### config.mk
export PLATFORM = sky130hd
export DESIGN_NAME = id_ex_stage
export DESIGN_NICKNAME = d
export VERILOG_FILES = /design/src/rtl/id_ex_stage_pkg.sv /design/src/rtl/id_ex_stage_operand_fwd.sv /design/src/rtl/id_ex_stage.sv
export SDC_FILE = /design/constraint.sdc
export NUM_CORES = 1
export LEC_CHECK = 0
export ABC_AREA = 0
export CAP_MARGIN = 10
export CORE_MARGIN = 4
export CORE_UTILIZATION = 46
export DETAILED_ROUTE_END_ITERATION = 12
export PLACE_DENSITY = 0.88
export SETUP_SLACK_MARGIN = 0.2
export SLEW_MARGIN = 30
export SYNTH_ARGS = -nofsm -noshare
export SYNTH_HDL_FRONTEND = slang
export SYNTH_SLANG_ARGS = --single-unit
### constraint.sdc
create_clock -name clk -period 3.5 [get_ports clk]
set_input_delay 0.7 -clock clk [delete_from_list [all_inputs] [get_ports clk]]
set_output_delay 0.7 -clock clk [all_outputs]
set_load 0.01 [all_outputs]
### src/rtl/id_ex_stage_pkg.sv
// Shared widths, the zero-register constant and the forward-select encoding
// used by the ID/EX stage and its operand forwarding muxes.
package id_ex_stage_pkg;

  localparam int unsigned DATA_W   = 32;
  localparam int unsigned REG_AW   = 5;
  localparam logic [4:0]  ZERO_REG = 5'd0;

  typedef enum logic [1:0] {
    FWD_RF   = 2'd0,
    FWD_MW   = 2'd1,
    FWD_EXM  = 2'd2,
    FWD_ZERO = 2'd3
  } fwd_sel_e;

endpackage

### src/rtl/id_ex_stage_operand_fwd.sv
// Per-source operand select: r0 reads zero, then EX/MEM, then MEM/WB, then
// the register file. EX/MEM is newest so it must win over MEM/WB.
module operand_fwd
  import id_ex_stage_pkg::*;
#(
  parameter int unsigned DATA_W = id_ex_stage_pkg::DATA_W,
  parameter int unsigned REG_AW = id_ex_stage_pkg::REG_AW
) (
  input  logic [REG_AW-1:0] rs,
  input  logic [DATA_W-1:0] rf_data,
  input  logic              exm_regWr,
  input  logic [REG_AW-1:0] exm_rd,
  input  logic [DATA_W-1:0] exm_result,
  input  logic              mw_regWr,
  input  logic [REG_AW-1:0] mw_rd,
  input  logic [DATA_W-1:0] mw_result,
  output logic [DATA_W-1:0] operand
);

  fwd_sel_e sel;

  always_comb begin
    sel = FWD_RF;
    if (rs == REG_AW'(ZERO_REG))
      sel = FWD_ZERO;
    else if (exm_regWr && (exm_rd == rs))
      sel = FWD_EXM;
    else if (mw_regWr && (mw_rd == rs))
      sel = FWD_MW;
  end

  always_comb begin
    operand = rf_data;
    unique case (sel)
      FWD_ZERO: operand = '0;
      FWD_EXM:  operand = exm_result;
      FWD_MW:   operand = mw_result;
      FWD_RF:   operand = rf_data;
      default:  operand = rf_data;
    endcase
  end

endmodule

### src/rtl/id_ex_stage.sv
// ID/EX pipeline register with operand forwarding, load-use stall detection
// and branch flush. Flush beats stall; bubbles clear controls but hold data.
module id_ex_stage
  import id_ex_stage_pkg::*;
#(
  parameter int unsigned DATA_W = id_ex_stage_pkg::DATA_W,
  parameter int unsigned REG_AW = id_ex_stage_pkg::REG_AW
) (
  input  logic              clk,
  input  logic              reset,
  input  logic              id_valid,
  input  logic [REG_AW-1:0] id_rs1,
  input  logic [REG_AW-1:0] id_rs2,
  input  logic [REG_AW-1:0] id_rd,
  input  logic              id_regWr,
  input  logic              id_memRd,
  input  logic [DATA_W-1:0] id_imm,
  input  logic [DATA_W-1:0] busA,
  input  logic [DATA_W-1:0] busB,
  input  logic              exm_regWr,
  input  logic [REG_AW-1:0] exm_rd,
  input  logic [DATA_W-1:0] exm_result,
  input  logic              mw_regWr,
  input  logic [REG_AW-1:0] mw_rd,
  input  logic [DATA_W-1:0] mw_result,
  input  logic              ex_flush,
  output logic              stall,
  output logic              ex_valid,
  output logic              ex_regWr,
  output logic              ex_memRd,
  output logic [REG_AW-1:0] ex_rd,
  output logic [DATA_W-1:0] ex_opA,
  output logic [DATA_W-1:0] ex_opB,
  output logic [DATA_W-1:0] ex_imm
);

  logic [DATA_W-1:0] fwd_a;
  logic [DATA_W-1:0] fwd_b;

  operand_fwd #(.DATA_W(DATA_W), .REG_AW(REG_AW)) u_fwd_a (
    .rs         (id_rs1),
    .rf_data    (busA),
    .exm_regWr  (exm_regWr),
    .exm_rd     (exm_rd),
    .exm_result (exm_result),
    .mw_regWr   (mw_regWr),
    .mw_rd      (mw_rd),
    .mw_result  (mw_result),
    .operand    (fwd_a)
  );

  operand_fwd #(.DATA_W(DATA_W), .REG_AW(REG_AW)) u_fwd_b (
    .rs         (id_rs2),
    .rf_data    (busB),
    .exm_regWr  (exm_regWr),
    .exm_rd     (exm_rd),
    .exm_result (exm_result),
    .mw_regWr   (mw_regWr),
    .mw_rd      (mw_rd),
    .mw_result  (mw_result),
    .operand    (fwd_b)
  );

  // Loaded value is not available until MEM/WB, so a dependent op waits one cycle.
  always_comb begin
    stall = 1'b0;
    if (reset && id_valid && ex_valid && ex_memRd && !ex_flush &&
        (ex_rd != REG_AW'(ZERO_REG)) &&
        ((ex_rd == id_rs1) || (ex_rd == id_rs2)))
      stall = 1'b1;
  end

  always_ff @(posedge clk or negedge reset) begin
    if (!reset) begin
      ex_valid <= 1'b0;
      ex_regWr <= 1'b0;
      ex_memRd <= 1'b0;
      ex_rd    <= '0;
      ex_opA   <= '0;
      ex_opB   <= '0;
      ex_imm   <= '0;
    end else if (ex_flush || stall) begin
      ex_valid <= 1'b0;
      ex_regWr <= 1'b0;
      ex_memRd <= 1'b0;
    end else begin
      ex_valid <= id_valid;
      ex_regWr <= id_regWr & id_valid;
      ex_memRd <= id_memRd & id_valid;
      ex_rd    <= id_rd;
      ex_opA   <= fwd_a;
      ex_opB   <= fwd_b;
      ex_imm   <= id_imm;
    end
  end

endmodule
# Yosys cells after proc, flatten, opt, wreduce, memory -nomap -nowiden
# Cells that the tools add are included.
# word_totals
input_bits	193
reg_bits	104
word_cells	51
out_inout_bits	105
# classes
n_mux	12
n_eq_ne	12
bitwise	2
reduce_logical	18
# ops
op	count
32-bit case mux with 4 select lines	2
5-bit == test	6
1-bit logical AND	10
5-bit logical NOT	2
2-bit == test (second input constant)	4
2-bit 2-to-1 mux	4
1-bit 2-to-1 mux	6
5-bit nonzero test	1
2-bit by 1-bit == test with 1-bit output (second input constant)	2
2-bit logical NOT	2
1-bit AND	2
1-bit logical OR	2
1-bit logical NOT	1

# Longest topological paths before layout
# Gate-level depths: netlist of the first run.
# depth
ltp_word	9
mapped_depth	9
depth_no_buf	5

# By module
# From an unflattened synthesis of the first run, not the netlist that was laid out.
# unflattened
cells_unflattened	574
area_unflattened_um2	6159.7
# by_module_without_submodules
module	n_inst	area_per_inst_um2	cells_per_inst	seq_area_each_um2
id_ex_stage	1	4453.0	242	2602.5
operand_fwd	2	853.3	166	0.0

# Worst setup path before layout of the first run
# No wires, ideal clock.
# synth_path
path_type	input -> output
from	in id_rs1[2]
to	out stall
arrival_ps	1716
required_time_ps	2800
cell_stages	5
path_buffers	1
path_slack_ps	1084
cell_sequence	xor2_1 -> nor3_1 -> a22oi_1 -> nor2_1 -> clkbuf_1
# synth_between
elab_chain_cells	4
# synth_lines
element	line	rtl
start, declared	id_ex_stage.sv:12	input logic [REG_AW-1:0] id_rs1,
5-bit == test	id_ex_stage.sv:69	((ex_rd == id_rs1) || (ex_rd == id_rs2)))
1-bit logical OR	id_ex_stage.sv:69	
1-bit logical AND	id_ex_stage.sv:68	(ex_rd != REG_AW'(ZERO_REG)) &&
1-bit 2-to-1 mux	id_ex_stage.sv:67	if (reset && id_valid && ex_valid && ex_memRd && !ex_flush &&
end, declared	id_ex_stage.sv:27	output logic stall,
# No other way between the ends.

# Worst setup path after layout of the first run
# Ends and elaborated chain as after synthesis.

==> results of run 1 <==
==> what timing repair did <==
item                       4_1_cts  5_1_grt
gates resized for setup          0        1
hold buffers                     0        0
setup endpoints to repair        0        1
==> sequential cells by signal (all words and copies together) (netlist names) <==
signal,flops
ex_regWr,1
ex_opA,32
ex_memRd,1
ex_opB,32
ex_valid,1
ex_imm,32
ex_rd,5
==> layout by cell type (no fill, tap or decap), types with 2 or more instances in the layout <==
cell type and n:
mux2_1 20, mux2_2 23, o211ai_1 2, nand2b_1 4, inv_6 2, xnor2_1 5
and2_1 4, nand3b_1 31, a21boi_1 29, a22o_1 2, nor3_1 3, nor2_1 4
o311a_1 29, nor4_1 2, inv_1 37, clkbuf_1 2, buf_12 5, and3_1 35
nor2_2 2, mux2i_1 2, a21boi_0 2, clkdlybuf4s50_1 295, o32ai_1 32, nand2_1 2
mux2_4 24, clkbuf_16 9, o31a_1 32, nor4_4 2, xor2_1 22, buf_4 24
a311oi_1 32, clkinvlp_4 2, o21bai_1 32, dfrtp_1 104, a22oi_1 2
==> final cells by class <==
class                      instances  area (µm²)
fill                             968        3900
inverter                          37         139
sequential                       104        2600
multi-input combinational        392        3490
tap                              180         225
antenna                            1        2.50
clock inverter                     5        41.3
timing repair buffer             325        3250
clock buffer                      11         233
==> path summary, 6_finish.rpt <==
kind | startpoint | end | slack, ns
max in group asynchronous | reset | ex_memRd | 1.77
min in group asynchronous | reset | ex_opB[12] | 0.54
hold reg to reg | ex_imm[27] | ex_imm[27] | 0.49
setup reg to reg | ex_rd[1] | ex_imm[31] | 1.17
hold / removal | ex_imm[27] | ex_imm[27] | 0.49
setup / recovery | id_rs1[2] | stall | 0.59
==> power groups by stage <==
stage	combinational (µW)	sequential (µW)	clock, µW
finish	1150	1430	963
global route	1220	1440	1020
CTS	1150	1420	976
detailed placement	1140	1440	0
global placement	1120	1440	0
floorplan	408	1490	0
==> per-layer routing <==
metal	track usage (%)	vias up	part of all wire (%)
met3	7.44	56	9.5
met1	39.1	3157	38
met4	9.59	0	2.7
li1	-	2846	-
met5	0	-	0
met2	52.9	408	50
==> kinds of logic (layout without fill, tap and decap cells) <==
kind of cell	Yosys count	count (layout)	share of synthesized area, %
simple gates	95	95	9.85
other cells	0	1	0
buf+inv	104	378	7.50
compound gates	201	201	26.1
xor+xnor	27	27	3.61
mux	69	69	13.2
flops	104	104	39.8
==> through the flow <==
stage | instances | total power [µW] | cell area [µm²] | worst slack (ns) | util [%]
6_report | 1055 | 3540 | 9980 | 0.595 | 71.9
5_1_grt | 1055 | 3680 | 9980 | 0.487 | 71.9
4_1_cts | 1054 | 3550 | 9980 | 0.207 | 71.9
3_5_place_dp | 1038 | 2590 | 9700 | 0.209 | 69.9
3_3_place_gp | 1038 | 2560 | 9700 | 0.219 | 69.9
2_1_floorplan | 600 | 1900 | 6540 | 1.08 | -
==> worst register-to-register path: cells and delay by family, from the launching register on <==
family	cells	cell delay, ns
buffers and inverters	1	0.33
AO/OA/AOI/OAI	2	0.45
multiplexers	1	0.48
AND/OR/NAND/NOR	1	0.53
flip-flops	1	0.44
==> results by group, run 1 <==
Clock tree
  • CTS Root Cell: clkbuf_16
  • Clock tree buffer depth: 2
  • H-tree Lvls: 3
  • Clock-pin slew on the worst setup and hold paths: 0.07 ns
  • # Post-CTS Setup Buffers: 0
  • Clock Sinks: 104
  • Skew-Pair Late Insertion Delay: 0.35 ns
  • Inserted Clock Buffers: 9
  • CTS tree: done

Floorplan
  • Num ports: 298
  • Die Y: 127 µm
  • Die ar.: 0.0162 mm²
  • DIE WIDTH: 127 µm
  • Starting Density: 47.1%
  • Cell row count: 43
  • CORE AREA: 0.0139 mm²

Worst setup path
  • Startpoint types: input port
  • Slowest CP cell: clkdlybuf4s50_1
  • CP Max Fanout: 4
  • Crit path cell chain: clkdlybuf4s50_1 -> xor2_1 -> nor3_1 -> a22oi_1 -> nor2_2 -> dlymetal6s2s_1
  • Reg2Reg Depth: 5
  • Critical path depth: 6
  • WS Path Type: input port to output port
  • CP Buf/Inv Count: 2
  • Critical path required time: 2.80 ns
  • Worst setup EP type: output port
  • Crit path arrival time: 2.21 ns
  • Largest delay share family, worst path: buffers and inverters
  • Slowest Stage Delay on Critical Path: 0.52 ns

Drt
  • Iteration-0 DRC Markers: 583
  • # DRC: 0
  • Initial DRT Pass Iterations: 6
  • DRT antenna net count: 0
  • Vias: 6467
  • Drt total wl: 25600 µm
  • Via-to-Cell Ratio: 6.13
  • WL/cell: 24.3 µm

Timing
  • Final min period: 2.91 ns
  • Fin crit share: 83.0%
  • Final clock skew: 0.00892 ns
  • Setup-failing EPs final: 0
  • RSZ-0062 raised after global routing: no
  • Slew Viols, Final: 0
  • Hold_ws: 0.490 ns
  • Fmax: 344 MHz
  • Max-slew headroom: 33.6%
  • Setup TNS: 0 ns
  • Worst slew pin tran: 0.993 ns
  • Final Hold Fails: 0

Yosys
  • Most common cell in the netlist: dfrtp_1
  • Commonest cells post-synth: dfrtp_1, clkbuf_1, inv_1
  • Mapped cell area: 0.00654 mm²
  • Area contributors post-synth: dfrtp_1, mux2_4, o311a_1
  • Gate Count Post-Synth: 600
  • FF+latch count, synth: 104
  • Yosys warns: 0
  • Top_reg_cell synth: dfrtp_1
  • Register area share after synthesis: 39.8%
  • Synth top area share: 39.8%
  • Synth async-reset ratio: 100%
  • Post-synthesis average cell area: 10.9 µm²
  • Post-Syn Nets: 793
  • Post-synth EDFFs: 0
  • Post-synth top area cell: dfrtp_1
  • Netlist cell types: 43

Power and ir drop
  • Sw Pwr: 1050 µW
  • Leakage: 0.00408 µW
  • Max VDD drop: 267 µV
  • Seq pwr share: 40.3%
  • Switching share of power: 29.6%
  • Clk pwr share: 27.2%
  • Pint: 2490 µW
  • PD cells: 355 mW/mm²
  • Combinational share of power: 32.5%

GRT
  • Remaining Overflow, GRT: 0
  • Number of global-route vias before repair: 6853
  • Initial antenna violation count: 1
  • Largest net degree at the start of global routing: 70
  • GR Util All Layers: 31.1%
  • First-pass GRT wire length: 39700 µm

Run status
  • Status: finished clean

Finish
  • Share of post-route cells with drive strength above 1: 11.4%
  • Layout area overhead: 52.5%
  • Final nets: 1062

Flow run
  • Number of max-cap violations: 0

Worst hold path
  • HP Class: register to register
  • Hold depth: 1

Placement
  • Dpl hpwl: 18400 µm
  • Routability Congestion: 0.886
  • I/O Buffers: 297
(Power assumes the default switching activity.)
==> inputs of run 2 (changes only) <==
CORE_UTILIZATION = 43   (was 46)
PLACE_DENSITY = 0.83   (was 0.88)
clock period = 2.8 ns   (was 3.5 ns; I/O delays follow)
==> results by group, run 2 (synthesis gave the netlist of run 1 again) <==
Placement
  • Post-placement cell count: 1061
  • I/O Buffers: 297
  • Pre-CTS WS: -0.0794 ns
  • Dpl hpwl: 18800 µm
  • Dpl cell area: 0.00987 mm²
  • Routability Congestion: 0.944

Drt
  • Drt total wl: 25600 µm
  • DRT antenna net count: 0
  • Vias: 6645
  • Initial DRT Pass Iterations: 5
  • WL/cell: 23.8 µm
  • Via-to-Cell Ratio: 6.17
  • # DRC: 0
  • Iteration-0 DRC Markers: 569

Finish
  • Finished Layout Cells: 1077
  • Core Util, Final: 69.3%
  • Post-route cell area: 0.0102 mm²
  • Final nets: 1081
  • Antenna cells: 0
  • Fillers: 1110
  • Most common cell after layout, fill and taps aside: clkdlybuf4s50_1
  • Largest regs: ex_imm: 32 flops, ex_opA: 32 flops, ex_opB: 32 flops
  • Share of post-route cells with drive strength above 1: 14.0%
  • Layout area overhead: 55.6%
  • Most frequent cells in the layout: clkdlybuf4s50_1, dfrtp_1, buf_4

Floorplan
  • CORE AREA: 0.0147 mm²
  • Cell row count: 44
  • Die ar.: 0.0173 mm²
  • DIE WIDTH: 131 µm
  • Starting Density: 44.5%
  • Num ports: 298
  • Die Y: 131 µm

Clock tree
  • CTS tree: done
  • Clock Sinks: 104
  • Skew-Pair Late Insertion Delay: 0.35 ns
  • H-tree Lvls: 3
  • Inserted Clock Buffers: 9
  • Clock tree buffer depth: 2
  • CTS Root Cell: clkbuf_16
  • # hold bufs at CTS: 0
  • # Post-CTS Setup Buffers: 0
  • Clock-pin slew on the worst setup and hold paths: 0.07 ns

Power and ir drop
  • PD cells: 441 mW/mm²
  • Max VDD drop: 343 µV
  • Leakage: 0.00418 µW

Timing
  • Final clock skew: 0.0120 ns
  • Hold_ws: 0.275 ns
  • Slew Viols, Final: 0
  • Final min period: 2.55 ns
  • Setup-failing EPs final: 0
  • Final Hold Fails: 0
  • RSZ-0062 raised after global routing: no
  • Max-slew headroom: 41.8%
  • Setup ws final: 0.250 ns
  • Worst slew pin tran: 0.874 ns
  • Fin crit share: 91.1%
  • Fmax: 392 MHz

Worst setup path
  • Startpoint types: register
  • Critical path required time: 2.24 ns
  • Reg-to-reg slack, setup: 0.54 ns
  • Crit path arrival time: 1.99 ns
  • R2r startpoint: ex_rd[1]
  • Reg2Reg Depth: 5
  • Worst setup EP type: output port
  • CP Max Fanout: 5
  • Reg-to-Reg End: ex_imm[31]
  • Setup crit start: ex_rd[1]
  • WS Path Type: register to output port

GRT
  • Number of global-route vias before repair: 7142
  • Initial antenna violation count: 0
  • Remaining Overflow, GRT: 0
  • Largest net degree at the start of global routing: 68
  • GR Util All Layers: 28.9%
  • First-pass GRT wire length: 40200 µm

Flow run
  • Number of max-cap violations: 0

Run status
  • Status: finished clean

Worst hold path
  • HP Class: input port to asynchronous set/reset pin
-- run 2: cell types whose count changed in the layout (fill, tap and decap cells not counted), sizes merged --
cell          previous run  this run
buf                     29        48
dlymetal6s2s             1         0
clkbuf                  11         9
inv                     39        41
dlygate4sd2              0         1
diode                    1         0
-- run 2: stage by stage --
| step | power [µW] | setup TNS, ns |
|---|---|---|
| finish | 4490 | 0 |
| global placement | 3220 | -0.0873 |
| floorplan | 2370 | 0 |
| detailed placement | 3260 | -0.289 |
| global route | 4710 | 0 |
| CTS | 4510 | 0 |
-- run 2: cell type report --
type	count	area, µm²	share of cell area, %
clock buffer	9	225	2.21
clock inverter	7	61.3	0.602
inverter	37	139	1.36
multi-input combinational	392	3530	34.6
sequential	104	2600	25.6
tap	184	230	2.26
timing repair buffer	344	3400	33.4
-- run 2: critical path, cell delays in order, from the launching register on --
cell and delay (ns):
dfrtp_1 0.46, or4_1 0.61, o21ai_4 0.21, nor2_4 0.08, dlygate4sd2_1 0.29
-- run 2: worst max-delay path by stage --
stage,to,slack (ns),cells after the start
CTS,stall,0.24,6
finish,stall,0.25,4
detailed placement,stall,-0.08,6
floorplan,ex_opA[23],0.64,6
global placement,stall,-0.09,6
global route,stall,0.19,4
-- run 2: per-layer routing --
metal | wire length [µm] | GRT usage (%) | vias up
li1 | - | - | 2892
met1 | 9590 | 34.3 | 3220
met2 | 12400 | 48.0 | 452
met3 | 2730 | 9.59 | 81
met4 | 894 | 12.7 | 0
met5 | 0 | 0 | -
-- run 2: timing repair --
action | CTS | global route
pin swaps | 0 | 1
resized for setup | 4 | 2
setup endpoints to repair | 1 | 1
-- run 2: report_power, final --
| group | switching (µW) | internal, µW | leakage [µW] | total, µW |
|---|---|---|---|---|
| Sequential | 120 | 1670 | 0.00124 | 1790 |
| Clock | 614 | 622 | 0.000135 | 1240 |
| Combinational | 610 | 854 | 0.00280 | 1460 |
